`src/rtl/mac_array.sv`:
```
// mac_array: LANES-wide unsigned multiply-accumulate engine computing VEC_LEN-beat dot products.
//
// Each accepted beat multiplies lane operands a_vec/b_vec into a product register. On the
// following edge the products are added into the per-lane accumulators. Once the last beat
// has been accepted, one DRAIN cycle folds in the final product. The block then presents
// the result in DONE until it is consumed.
//
// Ports:
//   clk, rst_n      clock, asynchronous active-low reset
//   clr             synchronous clear (state, accumulators, products, counter, ovf)
//   in_valid/ready  operand beat handshake; a_vec/b_vec lane i at [i*DATA_WIDTH +: DATA_WIDTH]
//   out_valid/ready result handshake; cout lane i at [i*ACC_WIDTH +: ACC_WIDTH]
//   ovf             per-lane sticky saturation flag
//
// Configuration:
//   MAC_ARRAY_SAT_EN  defined: lanes clamp to all ones on accumulator carry-out and set ovf.
//                     undefined: accumulators wrap modulo 2^ACC_WIDTH and ovf stays 0.
module mac_array #(
    parameter int unsigned DATA_WIDTH = 8,
    parameter int unsigned LANES      = 4,
    parameter int unsigned ACC_WIDTH  = 3 * DATA_WIDTH,
    parameter int unsigned VEC_LEN    = 8
) (
    input  logic                          clk,
    input  logic                          rst_n,
    input  logic                          clr,
    input  logic                          in_valid,
    output logic                          in_ready,
    input  logic [LANES*DATA_WIDTH-1:0]   a_vec,
    input  logic [LANES*DATA_WIDTH-1:0]   b_vec,
    output logic                          out_valid,
    input  logic                          out_ready,
    output logic [LANES*ACC_WIDTH-1:0]    cout,
    output logic [LANES-1:0]              ovf
);

    localparam int unsigned ProdW = 2 * DATA_WIDTH;
    localparam int unsigned SumW  = ACC_WIDTH + 1;
    localparam int unsigned CntW  = $clog2(VEC_LEN + 1);

    localparam logic [CntW-1:0] CntLast = CntW'(VEC_LEN);

    localparam logic [1:0] StIdle  = 2'd0;
    localparam logic [1:0] StAcc   = 2'd1;
    localparam logic [1:0] StDrain = 2'd2;
    localparam logic [1:0] StDone  = 2'd3;

    logic [1:0]                 state_q, state_d;
    logic [CntW-1:0]            cnt_q, cnt_d;
    logic [LANES*ProdW-1:0]     prod_q, prod_d;
    logic                       pend_q, pend_d;   // product register holds an unadded beat
    logic [LANES*ACC_WIDTH-1:0] acc_q, acc_d;
    logic [LANES-1:0]           ovf_q, ovf_d;

    logic                       accept;
    logic [CntW-1:0]            cnt_inc;
    logic [LANES*ProdW-1:0]     prod_new;
    logic [LANES*ACC_WIDTH-1:0] acc_upd;
    logic [LANES-1:0]           ovf_upd;
    logic [SumW-1:0]            sum;

    assign in_ready  = (state_q == StIdle) || (state_q == StAcc);
    assign out_valid = (state_q == StDone);
    assign accept    = in_valid && in_ready;
    assign cnt_inc   = cnt_q + CntW'(1);
    assign cout      = acc_q;
    assign ovf       = ovf_q;

    // Lane products, zero-extended into the 2*DATA_WIDTH product register.
    always_comb begin
        prod_new = '0;
        for (int i = 0; i < LANES; i++) begin
            prod_new[i*ProdW +: ProdW] = ProdW'(a_vec[i*DATA_WIDTH +: DATA_WIDTH])
                                       * ProdW'(b_vec[i*DATA_WIDTH +: DATA_WIDTH]);
        end
    end

    // Per-lane accumulate, one bit wider than the accumulator to expose carry-out.
    always_comb begin
        acc_upd = acc_q;
        ovf_upd = ovf_q;
        sum     = '0;
        for (int i = 0; i < LANES; i++) begin
            sum = {1'b0, acc_q[i*ACC_WIDTH +: ACC_WIDTH]} + SumW'(prod_q[i*ProdW +: ProdW]);
`ifdef MAC_ARRAY_SAT_EN
            // Once a lane has saturated it stays pinned until the operation ends.
            if (sum[ACC_WIDTH] || ovf_q[i]) begin
                acc_upd[i*ACC_WIDTH +: ACC_WIDTH] = '1;
                ovf_upd[i]                        = 1'b1;
            end else begin
                acc_upd[i*ACC_WIDTH +: ACC_WIDTH] = sum[ACC_WIDTH-1:0];
            end
`else
            acc_upd[i*ACC_WIDTH +: ACC_WIDTH] = sum[ACC_WIDTH-1:0];
`endif
        end
    end

    always_comb begin
        state_d = state_q;
        cnt_d   = cnt_q;
        prod_d  = prod_q;
        pend_d  = accept;
        acc_d   = acc_q;
        ovf_d   = ovf_q;

        if (accept) begin
            prod_d = prod_new;
            cnt_d  = cnt_inc;
        end
        if (pend_q) begin
            acc_d = acc_upd;
            ovf_d = ovf_upd;
        end

        case (state_q)
            StIdle, StAcc: begin
                if (accept) begin
                    state_d = (cnt_inc == CntLast) ? StDrain : StAcc;
                end
            end
            StDrain: state_d = StDone;
            StDone: begin
                if (out_ready) begin
                    state_d = StIdle;
                    cnt_d   = '0;
                    prod_d  = '0;
                    pend_d  = 1'b0;
                    acc_d   = '0;
                    ovf_d   = '0;
                end
            end
            default: state_d = StIdle;
        endcase

        // Clear wins over any handshake in the same cycle; a concurrent beat is dropped.
        if (clr) begin
            state_d = StIdle;
            cnt_d   = '0;
            prod_d  = '0;
            pend_d  = 1'b0;
            acc_d   = '0;
            ovf_d   = '0;
        end
    end

    always_ff @(posedge clk or negedge rst_n) begin
        if (!rst_n) begin
            state_q <= StIdle;
            cnt_q   <= '0;
            prod_q  <= '0;
            pend_q  <= 1'b0;
            acc_q   <= '0;
            ovf_q   <= '0;
        end else begin
            state_q <= state_d;
            cnt_q   <= cnt_d;
            prod_q  <= prod_d;
            pend_q  <= pend_d;
            acc_q   <= acc_d;
            ovf_q   <= ovf_d;
        end
    end

endmodule
```
`config.mk`:
```
export PLATFORM = sky130hd
export DESIGN_NAME = mac_array
export DESIGN_NICKNAME = d
export VERILOG_FILES = /design/src/rtl/mac_array.sv
export SDC_FILE = /design/constraint.sdc
export NUM_CORES = 1
export LEC_CHECK = 0
export BUFFER_PORTS_ARGS = -buffer_cell sky130_fd_sc_hd__buf_2
export CAP_MARGIN = 10
export CORE_UTILIZATION = 62
export DETAILED_ROUTE_END_ITERATION = 10
export PLACE_DENSITY = 0.79
export SLEW_MARGIN = 20
export SYNTH_ARGS = -nofsm -noshare
export SYNTH_HDL_FRONTEND = slang
export SYNTH_SLANG_ARGS = --single-unit
```
`constraint.sdc`:
```
create_clock -name clk -period 2.7 [get_ports clk]
set_input_delay 0.27 -clock clk [delete_from_list [all_inputs] [get_ports clk]]
set_output_delay 0.27 -clock clk [all_outputs]
set_load 0.05 [all_outputs]
```
# Word-level counts from Yosys, hierarchy flattened
# Index checks and enable logic that the tools add are counted.
# word_totals
register_bits	171
input_bits	69
out_inout_bits	102
wordCells	52
# op_classes
add_sub_neg	5
mul	4
n_eq_ne	6
muxes	23
n_reduce_logical	8
# ops
cell	count
96-bit two-way mux	4
64-bit two-way mux	4
24-bit by 16-bit adder with 24-bit output	4
8-bit by 8-bit multiplier with 16-bit output	4
4-bit two-way mux	7
2-bit two-way mux	4
2-bit case mux with 3 select lines	1
4-bit by 1-bit adder with 4-bit output, second input constant	1
2-bit equality test, second input constant	2
4-bit equality test, second input constant	1
2-bit AND reduction	2
2-bit nonzero test	2
1-bit two-way mux	3
3-bit by 2-bit != test with 1-bit output, second input constant	1
3-bit != test, second input constant	1
2-bit by 1-bit equality test with 1-bit output, second input constant	1
2-bit zero test	1
2-bit OR reduction	1
1-bit logical AND	1
1-bit logical OR	1

# Longest topological paths before layout
# depth
word_depth	7
mapped_depth	17
mapped_depth_nobuf	16

# Worst setup path before layout
# Ideal clock, no wire load.
# synth_timing
kind	input-to-reg
startpoint	input b_vec[10]
endpoint	register prod_q[31]
setup_ns	0.122
arrival_time_ns	3.919
t_required_ns	2.578
path_slack_ns	-1.341
cell_stages	14
path_buffers	0
cell_sequence	and2_1 fa_1 fa_1 fa_1 inv_1 fa_1 inv_1 ha_1 a21o_1 a211oi_1 o21ai_0 a311oi_1 mux2i_1 nand2_1
# synth_between
elab_chain_len	5
# synth_rtl
element	line_no	source
start, declared	30	input logic [LANES*DATA_WIDTH-1:0] b_vec,
8-bit by 8-bit multiplier with 16-bit output (*)	74	* ProdW'(b_vec[i*DATA_WIDTH +: DATA_WIDTH]);
64-bit two-way mux (*)	107	if (accept) begin
64-bit two-way mux	124	if (out_ready) begin
64-bit two-way mux (*)	116	case (state_q)
64-bit two-way mux (*)	137	if (clr) begin
net prod_d[31]	50	logic [LANES*ProdW-1:0] prod_q, prod_d;
end signal, assigned	158	prod_q <= prod_d;
end, declared	50	
# Mark *: on every way through the listed nets, which the timed path passes. The rest lies on a longest branch.
# A chain may end at the register's enable or synchronous reset.

# Worst setup path after layout
# layout_timing
startpoint	input a_vec[17]
endpoint	register prod_q[45]
# layout_between
elab_chain_len	5
# layout_rtl
element	line_no	source
start, declared	29	input logic [LANES*DATA_WIDTH-1:0] a_vec,
8-bit by 8-bit multiplier with 16-bit output (*)	74	
64-bit two-way mux (*)	107	
64-bit two-way mux	124	
64-bit two-way mux (*)	116	
64-bit two-way mux (*)	137	
net prod_d[45]	50	
# Marks and branches as above.

==> reports/metrics.yaml <==
track_usage: 0.3464
power_frac_seq: 0.175
required_ps: 3030
final_cell_mix: "nand2_1, buf_4, inv_1, ha_1, dfrtp_1"
cts_buffers: 17
wl_um: 56080
vias: 17930
antenna_left: 0
combPwrFrac: 0.676
detail_route.wl_per_cell_um: 19.10
power_frac_clock: 0.149
postSynth.asyncResetShare: 1.000
finalSetupViolations: 44
fillerInstances: 1709
cp-end-kind: "flip-flop"
die_h_um: 175.9
rsz0062_at_grt: "true"
syn_area_sq_um: 18750
io_pins: 171
fin_nets: 2959
fin_worst_skew_ps: 15.89
drc: 0
final_util: 0.8231
dpl_worst_slack_ps: -1432
p_int_mw: 9.992
place.gp.congestion: 0.8918
via_per_inst: 6.107
fmax_mhz: 257.4
path_max_fanout: 4
stdcell_area_sq_um: 24460
grt-ovfl-total: 0
setup_ws_ps: -1184
ys_seq_area_frac: 0.2229
areaGrowthSynthToFinish_pct: 30.48
synth_edf_count: 0
drt_first_pass_iters: 6
dp.cells: 2867
grt_pass1_wl_um: 86750
clock_sinks: 167
whs_ps: 235.8
drt-initial-drc-count: 1445
place_hpwl_um: 38570
cts_tree: "done"
hold_viol: 0
yosysUniqueCellTypes: 77
final_common_cell: "nand2_1"
initial_utilization: 0.6308
leakage_nw: 12.26
portBuffers: 166
grt_pass1_vias: 17852
num_rows: 63
synth_cells: 2146
drive_gt1_frac: 0.3056
insertion_delay_ps: 450
place_area_sq_um: 22160
clk_pin_slew_ps: 70
outcome: "finished, violations left"
setup.worst_path.start_class: "input pin"
antenna_cells: 0
worst_slew_pin_slew_ps: 781.4
core_area_sq_um: 29720
grt_max_degree: 74
fin_crit_ps: 3884
dieArea_sq_um: 30930
switchingPower_mw: 7.758
multi_input_area_sq_um: 14680
synth_flop_cell: "dfrtp_1"
slew_viol_final: 0
yosysWarningCount: 0
timing.final.crit_share: 1.439
tns_ps: -30100
hp-class: "in -> reg"
syn_area_per_cell_sq_um: 8.735
cts-root-buf: "clkbuf_16"
worstPathArrival_ps: 4220
die_x_um: 175.9
crit_type: "in -> reg"
powerDensity_nw_per_um2: 725.7
clk_path_buf_depth: 2
relSlewSlack: 0.4759
synth_seq_cells: 167
vdd_ir_drop_max_v: 0.0004966
total_power_mw: 17.75
final-instance-count-excl-fill: 2936
switching_share: 0.4371
maxCapViolCount: 0
antenna_found_initial: 1
violations: "negative setup slack"
ff_latch_area_sq_um: 4182
htreeDepth: 4
==> critical path: stages <==
cell and delay (ps):
buf_8 90, buf_4 110, buf_6 100, and2_4 130, ha_2 160, inv_1 50
fa_1 550, inv_2 40, fa_1 490, inv_1 80, fa_1 630, inv_2 100
ha_4 300, nand2_2 100, nor3_2 220, a21oi_2 140, o21bai_1 200, mux2i_1 240
buf_4 160, nand2_1 40
==> worst paths after layout <==
path,from,endpoint,slack (ps),cells past startpoint
max reg2reg,cout[72]$_DFF_PN0_,cout[86]$_DFF_PN0_,0,8
min,in_valid,state_q[1]$_DFFE_PN0P_,240,5
min reg2reg,prod_q[60]$_DFF_PN0_,prod_q[60]$_DFF_PN0_,500,2
min in group asynchronous,rst_n,cout[29]$_DFF_PN0_,410,2
max,a_vec[17],prod_q[45]$_DFF_PN0_,-1180,20
max in group asynchronous,rst_n,prod_q[38]$_DFF_PN0_,1570,3
==> sequential cells by signal (all words and copies together) (netlist names) <==
register and cells:
cout 96, cnt_q 4, state_q 2, pend_q 1
prod_q 64
==> final cells by class <==
cell class	count	share of cell area
flip-flops and latches	167	0.1710
clock buffers	17	0.01739
clock inverters	15	0.007724
well taps	390	0.01995
multi-input cells	1673	0.6003
inverters	237	0.03668
repair buffers	437	0.1470
==> kinds of logic after synthesis <==
logic type / synth area share
and+or+nand+nor: 0.2132
AOI/OAI and AO/OA: 0.1466
adders and majority gates: 0.2976
buffers and inverters: 0.06287
DFF: 0.2229
muxes: 0.03044
xor gates and xnor gates: 0.02616
other: 0.0002000
==> layer usage <==
layer | track usage | up-vias | routed length, um
met3 | 0.05584 | 193 | 4082
met1 | 0.4374 | 8831 | 21750
met2 | 0.5970 | 759 | 27860
met5 | 0 | - | 12
li1 | - | 8145 | -
met4 | 0.1268 | 2 | 2373
==> cells in the mapped netlist (24+ instances only) <==
cell type,n,area share
fa_1,148,0.16
a21o_1,39,0.016
nand4_1,29,0.0097
nor3_1,46,0.012
and3_1,31,0.010
ha_1,209,0.14
nand2_1,229,0.046
inv_1,237,0.047
nor2_1,75,0.015
xnor2_1,41,0.019
dfrtp_1,167,0.22
o21ai_0,86,0.023
a21oi_1,148,0.040
mux2i_1,57,0.030
or3_1,24,0.0080
and2_1,207,0.069
nand3_1,73,0.019
clkbuf_1,64,0.013
==> what timing repair did <==
item	CTS	global route
setup buffers	19	23
gates resized for setup	248	136
setup endpoints to repair	44	58
hold buffers	1	0
endpoints found under the hold margin	63	0
pin swaps	121	116
==> power by group through the flow <==
stage	logic [mW]	registers [mW]	clock network, mW
2_1_floorplan	5.87	3.34	0
3_3_place_gp	8.86	3.12	0
3_5_place_dp	9.22	3.14	0
4_1_cts	10.4	3.09	2.63
5_1_grt	12.9	3.14	2.74
6_report	12.0	3.11	2.64
Note: power is estimated with default switching activity, not from simulation.
